## config.mk

```make
export PLATFORM = sky130hd
export DESIGN_NAME = apb_arbiter
export DESIGN_NICKNAME = d
export VERILOG_FILES = /design/src/rtl/apb_arbiter.sv
export SDC_FILE = /design/constraint.sdc
export NUM_CORES = 1
export LEC_CHECK = 0
export CORE_AREA = 2 2 119 121
export DETAILED_ROUTE_END_ITERATION = 10
export DIE_AREA = 0 0 121 123
export PLACE_DENSITY = 0.66
export RECOVER_POWER = 25
export SYNTH_ARGS = -nofsm -noshare
export SYNTH_HDL_FRONTEND = slang
export SYNTH_SLANG_ARGS = --single-unit
```

## constraint.sdc

```tcl
create_clock -name APB_PCLK -period 2.52 [get_ports APB_PCLK]
set_clock_uncertainty 0.2 [all_clocks]
set_input_delay 0.504 -clock APB_PCLK [delete_from_list [all_inputs] [get_ports APB_PCLK]]
set_output_delay 0.504 -clock APB_PCLK [all_outputs]
set_load 0.02 [all_outputs]
```

## src/rtl/apb_arbiter.sv

```systemverilog
// apb_arbiter: two-master APB arbiter with zero-latency routing and round-robin tie break.
// Defining APB_ARB_TIMEOUT_EN adds a watchdog that terminates hung transfers with an error.
module apb_arbiter #(
  parameter int ADDR_W  = 32,
  parameter int DATA_W  = 32,
  parameter int TIMEOUT = 16
) (
  input  logic              APB_PCLK,
  input  logic              APB_PRESET,
  input  logic              m0_psel,
  input  logic              m0_penable,
  input  logic              m0_pwrite,
  input  logic [ADDR_W-1:0] m0_paddr,
  input  logic [DATA_W-1:0] m0_pwdata,
  output logic [DATA_W-1:0] m0_prdata,
  output logic              m0_pready,
  output logic              m0_perr,
  input  logic              m1_psel,
  input  logic              m1_penable,
  input  logic              m1_pwrite,
  input  logic [ADDR_W-1:0] m1_paddr,
  input  logic [DATA_W-1:0] m1_pwdata,
  output logic [DATA_W-1:0] m1_prdata,
  output logic              m1_pready,
  output logic              m1_perr,
  output logic              s_psel,
  output logic              s_penable,
  output logic              s_pwrite,
  output logic [ADDR_W-1:0] s_paddr,
  output logic [DATA_W-1:0] s_pwdata,
  input  logic [DATA_W-1:0] s_prdata,
  input  logic              s_pready,
  input  logic              s_perr,
  output logic              gnt,
  output logic              busy
);

  typedef enum logic {IDLE = 1'b0, BUSY = 1'b1} state_t;

  state_t      state_r, state_nxt_s;
  logic        owner_r, owner_nxt_s;
  logic        last_r, last_nxt_s;
  logic        gnt_s;
  logic        g_psel_s, g_penable_s, g_pwrite_s;
  logic [ADDR_W-1:0] g_paddr_s;
  logic [DATA_W-1:0] g_pwdata_s;
  logic        s_psel_s;
  logic        done_s;
  logic        end_s;
  logic        block_s;
  logic        timeout_s;
  logic [DATA_W-1:0] rsp_prdata_s;
  logic        rsp_pready_s, rsp_perr_s;

  if (TIMEOUT < 2) begin : g_bad_timeout
    $error("apb_arbiter: TIMEOUT must be at least 2");
  end

  // Owner selection: arbitrate only in IDLE, otherwise keep the current owner.
  always_comb begin
    gnt_s = owner_r;
    if (state_r == IDLE) begin
      if (m0_psel && !m1_psel) begin
        gnt_s = 1'b0;
      end else if (!m0_psel && m1_psel) begin
        gnt_s = 1'b1;
      end else if (m0_psel && m1_psel) begin
        gnt_s = ~last_r;
      end else begin
        gnt_s = owner_r;
      end
    end else begin
      gnt_s = owner_r;
    end
  end

  // Request mux for the granted master.
  always_comb begin
    if (gnt_s) begin
      g_psel_s    = m1_psel;
      g_penable_s = m1_penable;
      g_pwrite_s  = m1_pwrite;
      g_paddr_s   = m1_paddr;
      g_pwdata_s  = m1_pwdata;
    end else begin
      g_psel_s    = m0_psel;
      g_penable_s = m0_penable;
      g_pwrite_s  = m0_pwrite;
      g_paddr_s   = m0_paddr;
      g_pwdata_s  = m0_pwdata;
    end
  end

`ifdef APB_ARB_TIMEOUT_EN
  localparam int WDOG_W = $clog2(TIMEOUT);

  logic [WDOG_W-1:0] wdog_r;
  logic              block_r;
  logic              wait_s;

  // Watchdog terminates an access that has waited TIMEOUT cycles.
  always_comb begin
    wait_s    = s_psel_s & g_penable_s & ~s_pready;
    timeout_s = wait_s & (wdog_r == WDOG_W'(TIMEOUT - 1));
    block_s   = block_r;
  end

  // Watchdog counter and the one-cycle slave select block after a timeout.
  always_ff @(posedge APB_PCLK) begin
    if (APB_PRESET) begin
      wdog_r  <= '0;
      block_r <= 1'b0;
    end else begin
      block_r <= timeout_s;
      if (wait_s && !timeout_s) begin
        wdog_r <= wdog_r + WDOG_W'(1);
      end else begin
        wdog_r <= '0;
      end
    end
  end
`else
  assign timeout_s = 1'b0;
  assign block_s   = 1'b0;
`endif

  // Completion terms and the response seen by the granted master.
  always_comb begin
    s_psel_s = g_psel_s & ~block_s;
    done_s   = s_psel_s & g_penable_s & s_pready;
    end_s    = done_s | timeout_s;
    if (timeout_s) begin
      rsp_prdata_s = '0;
      rsp_pready_s = 1'b1;
      rsp_perr_s   = 1'b1;
    end else begin
      rsp_prdata_s = s_prdata;
      rsp_pready_s = s_pready;
      rsp_perr_s   = s_perr;
    end
  end

  // Output routing; everything is held low while reset is asserted.
  always_comb begin
    s_psel    = 1'b0;
    s_penable = 1'b0;
    s_pwrite  = 1'b0;
    s_paddr   = '0;
    s_pwdata  = '0;
    m0_prdata = '0;
    m0_pready = 1'b0;
    m0_perr   = 1'b0;
    m1_prdata = '0;
    m1_pready = 1'b0;
    m1_perr   = 1'b0;
    gnt       = 1'b0;
    busy      = 1'b0;
    if (!APB_PRESET) begin
      s_psel    = s_psel_s;
      s_penable = g_penable_s;
      s_pwrite  = g_pwrite_s;
      s_paddr   = g_paddr_s;
      s_pwdata  = g_pwdata_s;
      gnt       = gnt_s;
      busy      = (state_r == BUSY);
      if (gnt_s) begin
        m1_prdata = rsp_prdata_s;
        m1_pready = rsp_pready_s;
        m1_perr   = rsp_perr_s;
      end else begin
        m0_prdata = rsp_prdata_s;
        m0_pready = rsp_pready_s;
        m0_perr   = rsp_perr_s;
      end
    end else begin
      busy = 1'b0;
    end
  end

  // Next-state logic; an abort returns to IDLE without updating last.
  always_comb begin
    state_nxt_s = state_r;
    owner_nxt_s = owner_r;
    last_nxt_s  = last_r;
    case (state_r)
      IDLE: begin
        if (s_psel_s) begin
          if (end_s) begin
            last_nxt_s = gnt_s;
          end else begin
            state_nxt_s = BUSY;
            owner_nxt_s = gnt_s;
          end
        end else begin
          state_nxt_s = IDLE;
        end
      end
      BUSY: begin
        if (end_s) begin
          state_nxt_s = IDLE;
          last_nxt_s  = owner_r;
        end else if (!g_psel_s) begin
          state_nxt_s = IDLE;
        end else begin
          state_nxt_s = BUSY;
        end
      end
      default: begin
        state_nxt_s = IDLE;
      end
    endcase
  end

  // State registers; reset makes m0 win the first tie.
  always_ff @(posedge APB_PCLK) begin
    if (APB_PRESET) begin
      state_r <= IDLE;
      owner_r <= 1'b0;
      last_r  <= 1'b1;
    end else begin
      state_r <= state_nxt_s;
      owner_r <= owner_nxt_s;
      last_r  <= last_nxt_s;
    end
  end

endmodule

```

==> results.cfg <==
[status]
status = complete, no violations

[synth]
synthCells = 376
synth.most_common_cell = o221ai_1
ys.flop_type = dfxtp_1
synth_nets = 546
synth_area_per_cell_um2 = 6.94
yosys_warnings = 0
synth_edf_count = 0
synth_area_leaders = o221ai_1, and2_1, a21oi_1
synth_cell_types = 28
synth_largest_area_cell = o221ai_1
seq_area_frac_synth = 0.0230
synth_common_cells = o221ai_1, and2_1, a21oi_1
synth_seq_cells = 3
synth-async-reset-ratio = 0
synth_area_um2 = 2610
synth_top_area_share = 0.443

[global_routing]
grt_max_degree = 36
grt_pass1_wl_um = 25000
grt_remaining_overflow = 0
antenna_found_initial = 0
track_usage = 0.209
grt_pass1_vias = 4624

[detailed_routing]
wl_per_cell_um = 20.5
routed_wl_um = 17400
drt-vias-per-instance = 5.56
dr.pass1.iters = 4
drtAntennaViolNets = 0
first_iter_violations = 251
num_vias = 4722
drc = 0

[critical_path]
endpoint_kind = output port
crit_chain = buf_6, buf_6, nor2b_4, buf_4, a221oi_4, buf_12, and2_1, buf_4
slowest_stage = a221oi_4
cp-start-kind = primary input
critical_path_class = in2out
worstPathMaxFanout = 35
slowest_delay_ns = 0.28
cp_num_buf_inv = 5
worstPathArrival_ns = 1.77
crit_family = buffers and inverters
worst_ep_required_time_ns = 1.82

[place]
dp.cells = 831
dpl_cell_area_um2 = 6030
place_congestion = 0.766
portBuffers = 306
dp_hpwl_um = 12500

[cts]
cts_tree = built
hold_buffers = 0
clock_latency_ns = 0.23
cts_buffer_depth = 2
cts_buffers = 3
cts_root_buffer = clkbuf_16
htree_levels = 1
cts.clk_slew.worst_paths_ns = 0.03
clock_sinks = 3

[timing]
fin_crit_sh = 0.984
relSlewSlack = 0.745
grt_setup_unrepaired = yes
tightestPinTransition_ns = 0.383
hold_slack_ns = 0.477
fin_crit_ns = 2.48
finalSetupViolations = 0
slew_violations = 0
fmax_mhz = 403
hold_violations = 0

[pwr]
p_per_area_nw_per_um2 = 323
switchingPower_mw = 0.892
ir_worst_vdd_v = 0.000148
sw_frac_of_total = 0.460
seq_power_share = 0.032
power.clock.fraction = 0.132
p_leak_nw = 2.39
finalPower_mw = 1.94
internal-power_mw = 1.05
power_frac_comb = 0.835

[worst_hold_path]
min_path_type = reg2reg

[final_layout]
area_delta_synth_final_pct = 130
drive_gt1_frac = 0.345
seqCellArea_um2 = 65.1
final_cell_area_um2 = 6000
multiInputGateArea_um2 = 2230
nFillCells = 1356
antenna_cells = 0
fin_nets = 840
layoutNonFillerInstCount = 849

[floorplanning]
rows = 43
pin_count = 307
core_area_um2 = 13600
die_width_um = 121
start_util = 0.192
die_area_um2 = 14900
die-height_um = 123

[flow_run]
drv_cap = 0
power by group through the flow:
| stage | registers, mW | logic (mW) | clock network, mW |
|---|---|---|---|
| after detailed placement | 0.0633 | 1.63 | 0 |
| after global routing | 0.0642 | 1.71 | 0.263 |
| after CTS | 0.0632 | 1.56 | 0.260 |
| final | 0.0628 | 1.62 | 0.257 |
| after global placement | 0.0629 | 1.61 | 0 |
| after floorplan | 0.0595 | 0.791 | 0 |
routing by layer:
metal  up-vias  track usage  share of wire
met5         -            0              0
met4         0       0.0734          0.031
met3        31       0.0406          0.092
met2       282        0.392           0.52
met1      2267        0.235           0.36
li1       2142            -              -
logic make-up after synthesis:
family,after synthesis,synth area share
and+or+nand+nor,85,0.199
buffers and inverters,79,0.160
AOI/OAI and AO/OA,209,0.618
DFF,3,0.0230
tightest hold or removal path: stages (launching register included):
cell     delay, ns
dfxtp_1       0.33
buf_4         0.15
nor2_1        0.10
a32oi_1       0.05
sequential cells by signal (all words and copies together), names as in the netlist:
register,count
owner_r,1
state_r,1
last_r,1
cell type report:
class | instances | share of cell area
Clock buffer | 4 | 0.0131
Inverter | 4 | 0.00250
Multi-Input combinational cell | 294 | 0.372
Sequential cell | 3 | 0.0108
Tap cell | 180 | 0.0375
Timing Repair Buffer | 364 | 0.564
through the flow:
step / setup slack (ns) / utilization / setup TNS, ns
2_1_floorplan: 0.233 / - / 0
3_3_place_gp: -0.800 / 0.443 / -93.53
3_5_place_dp: -0.788 / 0.443 / -96.19
4_1_cts: -0.0108 / 0.425 / -0.0163
5_1_grt: -0.0432 / 0.441 / -0.325
6_report: 0.0412 / 0.441 / 0
cells in the final DEF, fill, tap and decap left out, types with 2 or more instances in the layout:
cell type,n
nor2_1,3
nand2_1,3
clkbuf_16,5
and2_1,51
clkdlybuf4s50_1,166
a21oi_1,65
inv_1,3
a221oi_4,2
nor2b_4,3
a221oi_1,2
clkdlybuf4s15_2,5
and2_4,17
clkbuf_2,18
buf_4,74
o221ai_1,131
buf_6,30
buf_2,49
buf_12,17
what timing repair did:
action | 4_1_cts | 5_1_grt
pin swaps | 3 | 7
buffers inserted | 9 | 2
resized for setup | 572 | 79
endpoints found under the setup margin | 136 | 129
gates cloned | 3 | 2
final timing paths:
check	end	startpoint	depth (start not counted)	slack, ns
worst min register to register	last_r$_SDFFE_PP1P_	last_r$_SDFFE_PP1P_	3	0.48
worst min-delay path	last_r$_SDFFE_PP1P_	last_r$_SDFFE_PP1P_	3	0.48
worst max register to register	state_r$_SDFF_PP0_	state_r$_SDFF_PP0_	7	0.92
worst max-delay path	m0_prdata[26]	m1_psel	8	0.04
No activity file was read; power rests on OpenSTA's default activity.
